[config.mk]
export PLATFORM = sky130hd
export DESIGN_NAME = txll_tx_sched
export DESIGN_NICKNAME = d
export VERILOG_FILES = /design/src/rtl/txll_tx_sched.sv
export SDC_FILE = /design/constraint.sdc
export NUM_CORES = 1
export LEC_CHECK = 0
export ABC_CLOCK_PERIOD_IN_PS = 1800
export CAP_MARGIN = 10
export CORE_UTILIZATION = 25
export DETAILED_ROUTE_END_ITERATION = 7
export PLACE_DENSITY_LB_ADDON = 0.1
export SLEW_MARGIN = 20
export SYNTH_ARGS = -nofsm -noshare
export SYNTH_HDL_FRONTEND = slang
export SYNTH_SLANG_ARGS = --single-unit
export TNS_END_PERCENT = 30
[constraint.sdc]
create_clock -name clk -period 1.8 [get_ports clk]
set_clock_uncertainty 0.05 [all_clocks]
set_input_delay 0.18 -clock clk [delete_from_list [all_inputs] [get_ports clk]]
set_output_delay 0.18 -clock clk [all_outputs]
set_load 0.01 [all_outputs]
[src/rtl/txll_tx_sched.sv]
// SATA link-layer TX frame scheduler: waits for a complete frame in the FIFO, streams it to the link,
// flushes overlength frames and reports frame status. Optional watchdog: define TXLL_SCHED_TIMEOUT_EN.
module txll_tx_sched #(
  parameter int unsigned C_MAX_WORDS = 2049,
  parameter int unsigned C_TIMEOUT   = 65535
) (
  input  logic        clk,
  input  logic        rst,
  input  logic [35:0] fifo_do,
  input  logic        fifo_empty,
  input  logic        fifo_eof_rdy,
  output logic        fifo_rd_en,
  output logic        ll_req,
  input  logic        ll_gnt,
  output logic [31:0] ll_data,
  output logic        ll_sof,
  output logic        ll_eof,
  output logic        ll_valid,
  input  logic        ll_ready,
  input  logic        ll_done,
  input  logic        ll_err,
  output logic        sts_done,
  output logic        sts_err,
  output logic [11:0] sts_words,
  output logic        busy
);

  typedef enum logic [2:0] {S_IDLE, S_REQ, S_XFER, S_FLUSH, S_WAIT_ST} state_t;

  localparam logic [11:0] MAX_LAST = 12'(C_MAX_WORDS - 1);

  state_t      state_q, state_d;
  logic [11:0] cnt_q, cnt_d;
  logic        ovl_q, ovl_d;
  logic        from_xfer_q, from_xfer_d;
  logic        ll_req_q, ll_req_d;
  logic        busy_q, busy_d;
  logic        sts_done_q, sts_done_d;
  logic        sts_err_q, sts_err_d;
  logic [11:0] sts_words_q, sts_words_d;
  logic        wdog_exp;
  logic        head_eof;
  logic        force_eof;
  logic        unused_bits;

  assign head_eof    = fifo_do[34];
  assign force_eof   = (cnt_q == MAX_LAST);
  assign unused_bits = ^{fifo_do[35], fifo_do[33:32]};

`ifdef TXLL_SCHED_TIMEOUT_EN
  localparam logic [15:0] WDOG_LAST = 16'(C_TIMEOUT - 1);
  logic [15:0] wdog_q, wdog_d;

  assign wdog_exp = (wdog_q == WDOG_LAST);

  // Reloads on every state change, counts only while waiting on the link.
  always_comb begin
    wdog_d = wdog_q;
    if (state_d != state_q) begin
      wdog_d = '0;
    end else if (state_q == S_REQ || state_q == S_WAIT_ST) begin
      wdog_d = wdog_q + 16'd1;
    end
  end

  always_ff @(posedge clk or posedge rst) begin
    if (rst) wdog_q <= '0;
    else     wdog_q <= wdog_d;
  end
`else
  localparam int unsigned unused_timeout = C_TIMEOUT;
  assign wdog_exp = 1'b0;
`endif

  always_comb begin
    state_d     = state_q;
    cnt_d       = cnt_q;
    ovl_d       = ovl_q;
    from_xfer_d = from_xfer_q;
    sts_done_d  = 1'b0;
    sts_err_d   = sts_err_q;
    sts_words_d = sts_words_q;
    ll_valid    = 1'b0;
    ll_data     = '0;
    ll_sof      = 1'b0;
    ll_eof      = 1'b0;
    fifo_rd_en  = 1'b0;

    case (state_q)
      S_IDLE: begin
        cnt_d       = '0;
        ovl_d       = 1'b0;
        from_xfer_d = 1'b0;
        if (fifo_eof_rdy && !fifo_empty) state_d = S_REQ;
      end
      S_REQ: begin
        if (ll_gnt) begin
          state_d = S_XFER;
        end else if (wdog_exp) begin
          state_d     = S_FLUSH;
          from_xfer_d = 1'b0;
        end
      end
      S_XFER: begin
        ll_valid   = !fifo_empty;
        ll_data    = fifo_do[31:0];
        ll_sof     = ll_valid && (cnt_q == 12'd0);
        ll_eof     = ll_valid && (head_eof || force_eof);
        fifo_rd_en = ll_valid && ll_ready;
        if (fifo_rd_en) begin
          cnt_d = cnt_q + 12'd1;
          if (head_eof) begin
            state_d = S_WAIT_ST;
          end else if (force_eof) begin
            // Link already saw EOF; drain the rest of the frame from the FIFO.
            ovl_d       = 1'b1;
            from_xfer_d = 1'b1;
            state_d     = S_FLUSH;
          end
        end
      end
      S_FLUSH: begin
        fifo_rd_en = !fifo_empty;
        if (fifo_rd_en && head_eof) begin
          if (from_xfer_q) begin
            state_d = S_WAIT_ST;
          end else begin
            state_d     = S_IDLE;
            sts_done_d  = 1'b1;
            sts_err_d   = 1'b1;
            sts_words_d = cnt_q;
          end
        end
      end
      S_WAIT_ST: begin
        if (ll_done) begin
          state_d     = S_IDLE;
          sts_done_d  = 1'b1;
          sts_err_d   = ll_err | ovl_q;
          sts_words_d = cnt_q;
        end else if (wdog_exp) begin
          state_d     = S_IDLE;
          sts_done_d  = 1'b1;
          sts_err_d   = 1'b1;
          sts_words_d = cnt_q;
        end
      end
      default: state_d = S_IDLE;
    endcase

    ll_req_d = (state_d == S_REQ);
    busy_d   = (state_d != S_IDLE);
  end

  always_ff @(posedge clk or posedge rst) begin
    if (rst) begin
      state_q     <= S_IDLE;
      cnt_q       <= '0;
      ovl_q       <= 1'b0;
      from_xfer_q <= 1'b0;
      ll_req_q    <= 1'b0;
      busy_q      <= 1'b0;
      sts_done_q  <= 1'b0;
      sts_err_q   <= 1'b0;
      sts_words_q <= '0;
    end else begin
      state_q     <= state_d;
      cnt_q       <= cnt_d;
      ovl_q       <= ovl_d;
      from_xfer_q <= from_xfer_d;
      ll_req_q    <= ll_req_d;
      busy_q      <= busy_d;
      sts_done_q  <= sts_done_d;
      sts_err_q   <= sts_err_d;
      sts_words_q <= sts_words_d;
    end
  end

  assign ll_req    = ll_req_q;
  assign busy      = busy_q;
  assign sts_done  = sts_done_q;
  assign sts_err   = sts_err_q;
  assign sts_words = sts_words_q;

endmodule

* Word level (Yosys, flattened, before mapping)
Cells that the tools add are included.
Storage, ports and cells: word-level logic and storage cells 69, register bits after elaboration 32
Cells by class: multiplexer cells 32, reduce and logical (&&, ||, !) cells 15, equal/unequal tests 12, add/subtract/negate cells 1, bitwise operators 1
Operators by type and width (count):
- 12-bit 2-to-1 mux | 4
- 12-bit case mux with 2 select lines | 2
- 32-bit 2-to-1 mux | 1
- 3-bit 2-to-1 mux | 8
- 3-bit case mux with 5 select lines | 1
- 12-bit by 1-bit adder with 12-bit output, second input constant | 1
- 12-bit equality test, second input constant | 1
- 12-bit zero test | 1
- 1-bit 2-to-1 mux | 12
- 2-bit inequality test, second input constant | 6
- 1-bit case mux with 2 select lines | 4
- 4-bit AND reduction | 2
- 3-bit by 1-bit equality test with 1-bit output, second input constant | 2
- 3-bit by 2-bit equality test with 1-bit output, second input constant | 2
- 1-bit logical AND | 5
- 2-bit nonzero test | 2
- 3-bit equality test, second input constant | 1
- 3-bit zero test | 1
- 3-bit nonzero test | 1
- 2-bit AND reduction | 1
- 1-bit zero test | 1
- 1-bit logical OR | 1
- 1-bit bitwise OR | 1

* Logic depth before layout (Yosys ltp)
depth after elaboration 6, gate-level depth with buffers 6

* Worst setup path after synthesis
OpenSTA, ideal clock, no wires.
kind register -> register, start register cnt_q[0], end register busy_q (netlist: busy), data required time 1618 ps, path slack 200 ps, arrival time 1419 ps, buffers on the path 0, cell stages (with the launch flop) 7, clock period less this slack 1600 ps, cell sequence dfrtp_1 > inv_1 > ha_1 > nor2b_1 > and4_1 > a2bb2oi_2 > or3b_1
Between the ends: cells in the longest elaborated chain, start to end 6
Ends and longest elaborated chain:
- from (decl) | line 33 | logic [11:0] cnt_q, cnt_d;
- from (signal assigned) | line 168 | cnt_q <= cnt_d;
- 12-bit equality test | line 47 | assign force_eof = (cnt_q == MAX_LAST);
- 3-bit 2-to-1 mux | line 114 | end else if (force_eof) begin
- 3-bit 2-to-1 mux | line 112 | if (head_eof) begin
- 3-bit 2-to-1 mux | line 110 | if (fifo_rd_en) begin
- 3-bit case mux with 5 select lines | line 89 | case (state_q)
- 3-bit nonzero test | line 152 | busy_d = (state_d != S_IDLE);
- named net busy_d | line 37 | logic busy_q, busy_d;
- to (signal assigned) | line 172 | busy_q <= busy_d;
- to (decl) | line 37
The timed path passes the listed nets, and every way through them passes these cells. A chain may end at the register's enable or synchronous reset.

* Worst setup path after layout
start register state_q[2], end output ll_data[8]
Between the ends: cells in the longest elaborated chain, start to end 2
Ends and longest elaborated chain:
- from (decl) | line 32 | state_t state_q, state_d;
- from (signal assigned) | line 167 | state_q <= state_d;
- 3-bit by 2-bit equality test with 1-bit output | line 89
- 32-bit 2-to-1 mux | line 89
- to (decl) | line 15 | output logic [31:0] ll_data,
Every way passes these cells.

==> run summary <==
• **result of the run** complete, no violations
• **Die Outline Area** 0.00798 mm^2
• **average cell area after synthesis** 10.7 um^2
• **netlist area before placement** 0.00191 mm^2
• **residual overflow from global routing** 0
• **most frequent cell on the critical path** sky130_fd_sc_hd__buf_6
• **number of diodes added for antenna fixing** 0
• **Die Height** 89.3 um
• **sequential area share after synthesis** 42.0%
• **worst path bufs/invs** 4
• **Tcrit/Tclk final** 99.1%
• **largest buffer count on any clock path** 2
• **Top Family by Delay on Critical Path** buffers and inverters
• **clock-pin slew on the worst setup and hold paths** 70 ps
• **Worst EP required** 1570 ps
• **count of standard-cell rows** 31
• **data arrival time of the critical path** 1550 ps
• **router iterations before antenna repair** 5
• **capturing element type of the critical path** output pin
• **upper clock frequency limit** 561 MHz
• **Inserted Clock Buffers** 5
• **number of DRC markers in iteration 0** 18
• **standard cell core area** 0.00733 mm^2
• **Relative slew margins** 70.5%
• **unrepaired setup endpoints after global routing** true
• **ranking of synthesized cells by area** sky130_fd_sc_hd__dfrtp_1 (42%), sky130_fd_sc_hd__and2_1 (11%), sky130_fd_sc_hd__mux2_4 (6.3%)
• **Syn Inst Count** 179
• **setup slack after layout** 16.0 ps
• **Unique masters post-synth** 48
• **clock tree from TritonCTS** built
• **critical path fanouts, max** 8
• **remaining antenna violation count** 0
• **number of setup violations in the final report** 0
• **total half-perimeter wirelength after legalization and detailed placement** 4410 um
• **Cell Pwr Density** 1090 mW/mm^2
• **FF+latch count, synth** 32
• **critical path class** reg2out
• **pins over their slew limit** 0
• **DR DRC count** 0
• **synthesized netlist net count** 225
• **via density per instance** 4.39
• **IR Drop Worst-Case VDD** 0.421 mV
• **Root Buffer** sky130_fd_sc_hd__clkbuf_8
• **cell leakage power** 1.62 nW
• **IO Pins** 96
• **CTS Sinks** 32
• **FF-to-FF setup slack** 50 ps
• **most frequently used cell type in the post-synthesis netlist** sky130_fd_sc_hd__and2_1
• **worst path cell trace** buf_6, nor3b_4, buf_12, clkbuf_16, and2_4, buf_6
• **routed wire length per instance** 14.6 um
• **Die W** 89.3 um
• **maximum number of pins on one net before global-route repair** 33
• **Worst setup SP type** flop
• **Yosys top cell area share** 42.0%
• **filler cell count in the final layout** 676
• **Most used DFF post-synth** sky130_fd_sc_hd__dfrtp_1
• **Final Cell Area** 0.00349 mm^2
• **max_cap viols** 0
• **pre-CTS setup slack** -180 ps
• **count of input and output buffers** 92
• **fraction of final layout cells sized beyond drive strength 1** 46.2%
• **Final #Nets** 357
• **vias in the first global route** 1,774
• **Clk Latency, worst-skew pair** 290 ps
• **most frequent cells after synthesis** sky130_fd_sc_hd__and2_1 (33), sky130_fd_sc_hd__dfrtp_1 (32), sky130_fd_sc_hd__mux2_4 (8), sky130_fd_sc_hd__o21ai_0 (8)
• **Placer Congestion** 0.808
• **time the worst path needs with I/O delays and setup** 1780 ps
• **Total Routed Length** 6000 um
• **initial core utilization** 26.0%
• **via count** 1,805
• **H-tree levels** 2
• **cell area after placement** 0.00318 mm^2
• **P&R area growth vs syn** 82.9%
• **share of synthesized registers carrying an async set or reset** 100%
• **Yosys warning total** 0
• **final core utilization** 47.6%
• **final hold violation count** 0
• **total routing resource utilization after global routing** 15.2%
• **first-pass GRT wire length** 8910 um
• **Worst-Margin Slew** 442 ps
• **path class of the lowest-slack min-delay path** in2async
• **longest individual stage delay on the worst path** 390 ps
• **library cell with the largest summed area after synthesis** sky130_fd_sc_hd__dfrtp_1
• **number of enable-type register cells in the synthesized netlist** 0
• **hold buffer count at cts** 0
• **Crit-path slowest cell** sky130_fd_sc_hd__dfrtp_1
• **initial antenna violation count** 0
-- power by group --
group | total, W | internal [W] | switching (W)
logic | 0.00227 | 0.00129 | 0.000979
clock network | 0.000685 | 0.000411 | 0.000274
registers | 0.000834 | 0.000797 | 0.0000362
-- area by class of cell --
| cell class | instances | area (um^2) | area share [%] |
|---|---|---|---|
| Multi-Input combinational cell | 130 | 1110 | 32.0 |
| Inverter | 8 | 32.5 | 0.933 |
| Tap cell | 99 | 124 | 3.55 |
| Clock buffer | 6 | 72.6 | 2.08 |
| Sequential cell | 32 | 801 | 23.0 |
| Clock inverter | 2 | 35.0 | 1.00 |
| Timing Repair Buffer | 134 | 1310 | 37.5 |
-- worst paths after layout --
check / start / end / depth (start not counted)
worst max register to register: state_q[2] / sts_err / 7
worst min register to register: sts_words[6] / sts_words[6] / 1
max in group asynchronous: rst / cnt_q[1] / 3
min in group clk: sts_words[6] / sts_words[6] / 1
worst max-delay path: state_q[2] / ll_data[8] / 6
worst min-delay path: rst / sts_done / 3
-- registers in the layout, indices dropped and copies added, names as in the netlist --
name and cells:
state_q 3, sts_words 12, sts_err 1, busy 1
sts_done 1, ll_req 1, cnt_q 12, from_xfer_q 1
-- per-layer routing --
layer	up-vias	share of wire, %	GRT usage [%]
li1	884	-	-
met1	857	43	18.5
met2	56	51	25.8
met3	8	5.0	4.25
met4	0	1.3	4.91
met5	-	0	0
-- worst min-delay path, delay by kind of cell --
family | cells | cell delay, ps
buffers and inverters | 3 | 820
-- cell families after synthesis --
family,synth area share (%)
AND/OR/NAND/NOR,28.5
flip-flops,42.0
AO/OA/AOI/OAI,11.0
buffers and inverters,5.05
multiplexers,10.4
XOR/XNOR,1.84
adder cells (fa/ha/maj),1.31
-- timing repair --
item | in CTS | in global routing
pin swaps | 4 | 26
gates cloned | 1 | 2
resized for setup | 154 | 50
setup buffers | 1 | 2
setup endpoints to repair | 38 | 52
-- layout by cell type (no fill, tap or decap), types with 4 or more instances in the layout --
cell type / instances
sky130_fd_sc_hd__clkdlybuf4s50_1: 56
sky130_fd_sc_hd__o21ai_0: 8
sky130_fd_sc_hd__inv_1: 7
sky130_fd_sc_hd__xor2_1: 4
sky130_fd_sc_hd__clkbuf_8: 5
sky130_fd_sc_hd__a21oi_1: 7
sky130_fd_sc_hd__buf_4: 35
sky130_fd_sc_hd__or3_1: 5
sky130_fd_sc_hd__and2_4: 23
sky130_fd_sc_hd__buf_2: 11
sky130_fd_sc_hd__mux2_4: 8
sky130_fd_sc_hd__nand2_1: 5
sky130_fd_sc_hd__nor2_1: 6
sky130_fd_sc_hd__nand3_1: 5
sky130_fd_sc_hd__and2_1: 10
sky130_fd_sc_hd__dfrtp_1: 32
sky130_fd_sc_hd__buf_6: 26
sky130_fd_sc_hd__mux2_2: 5
-- through the flow --
step	TNS, ps	cells	power, W	hold slack, ps
3_5_place_dp	-4880	397	0.00270	447
5_1_grt	-1290	411	0.00402	281
2_1_floorplan	0	179	0.00172	246
6_report	0	411	0.00379	229
4_1_cts	-88.2	407	0.00340	250
3_3_place_gp	-4410	397	0.00272	426
No activity file was read; power rests on OpenSTA's default activity.
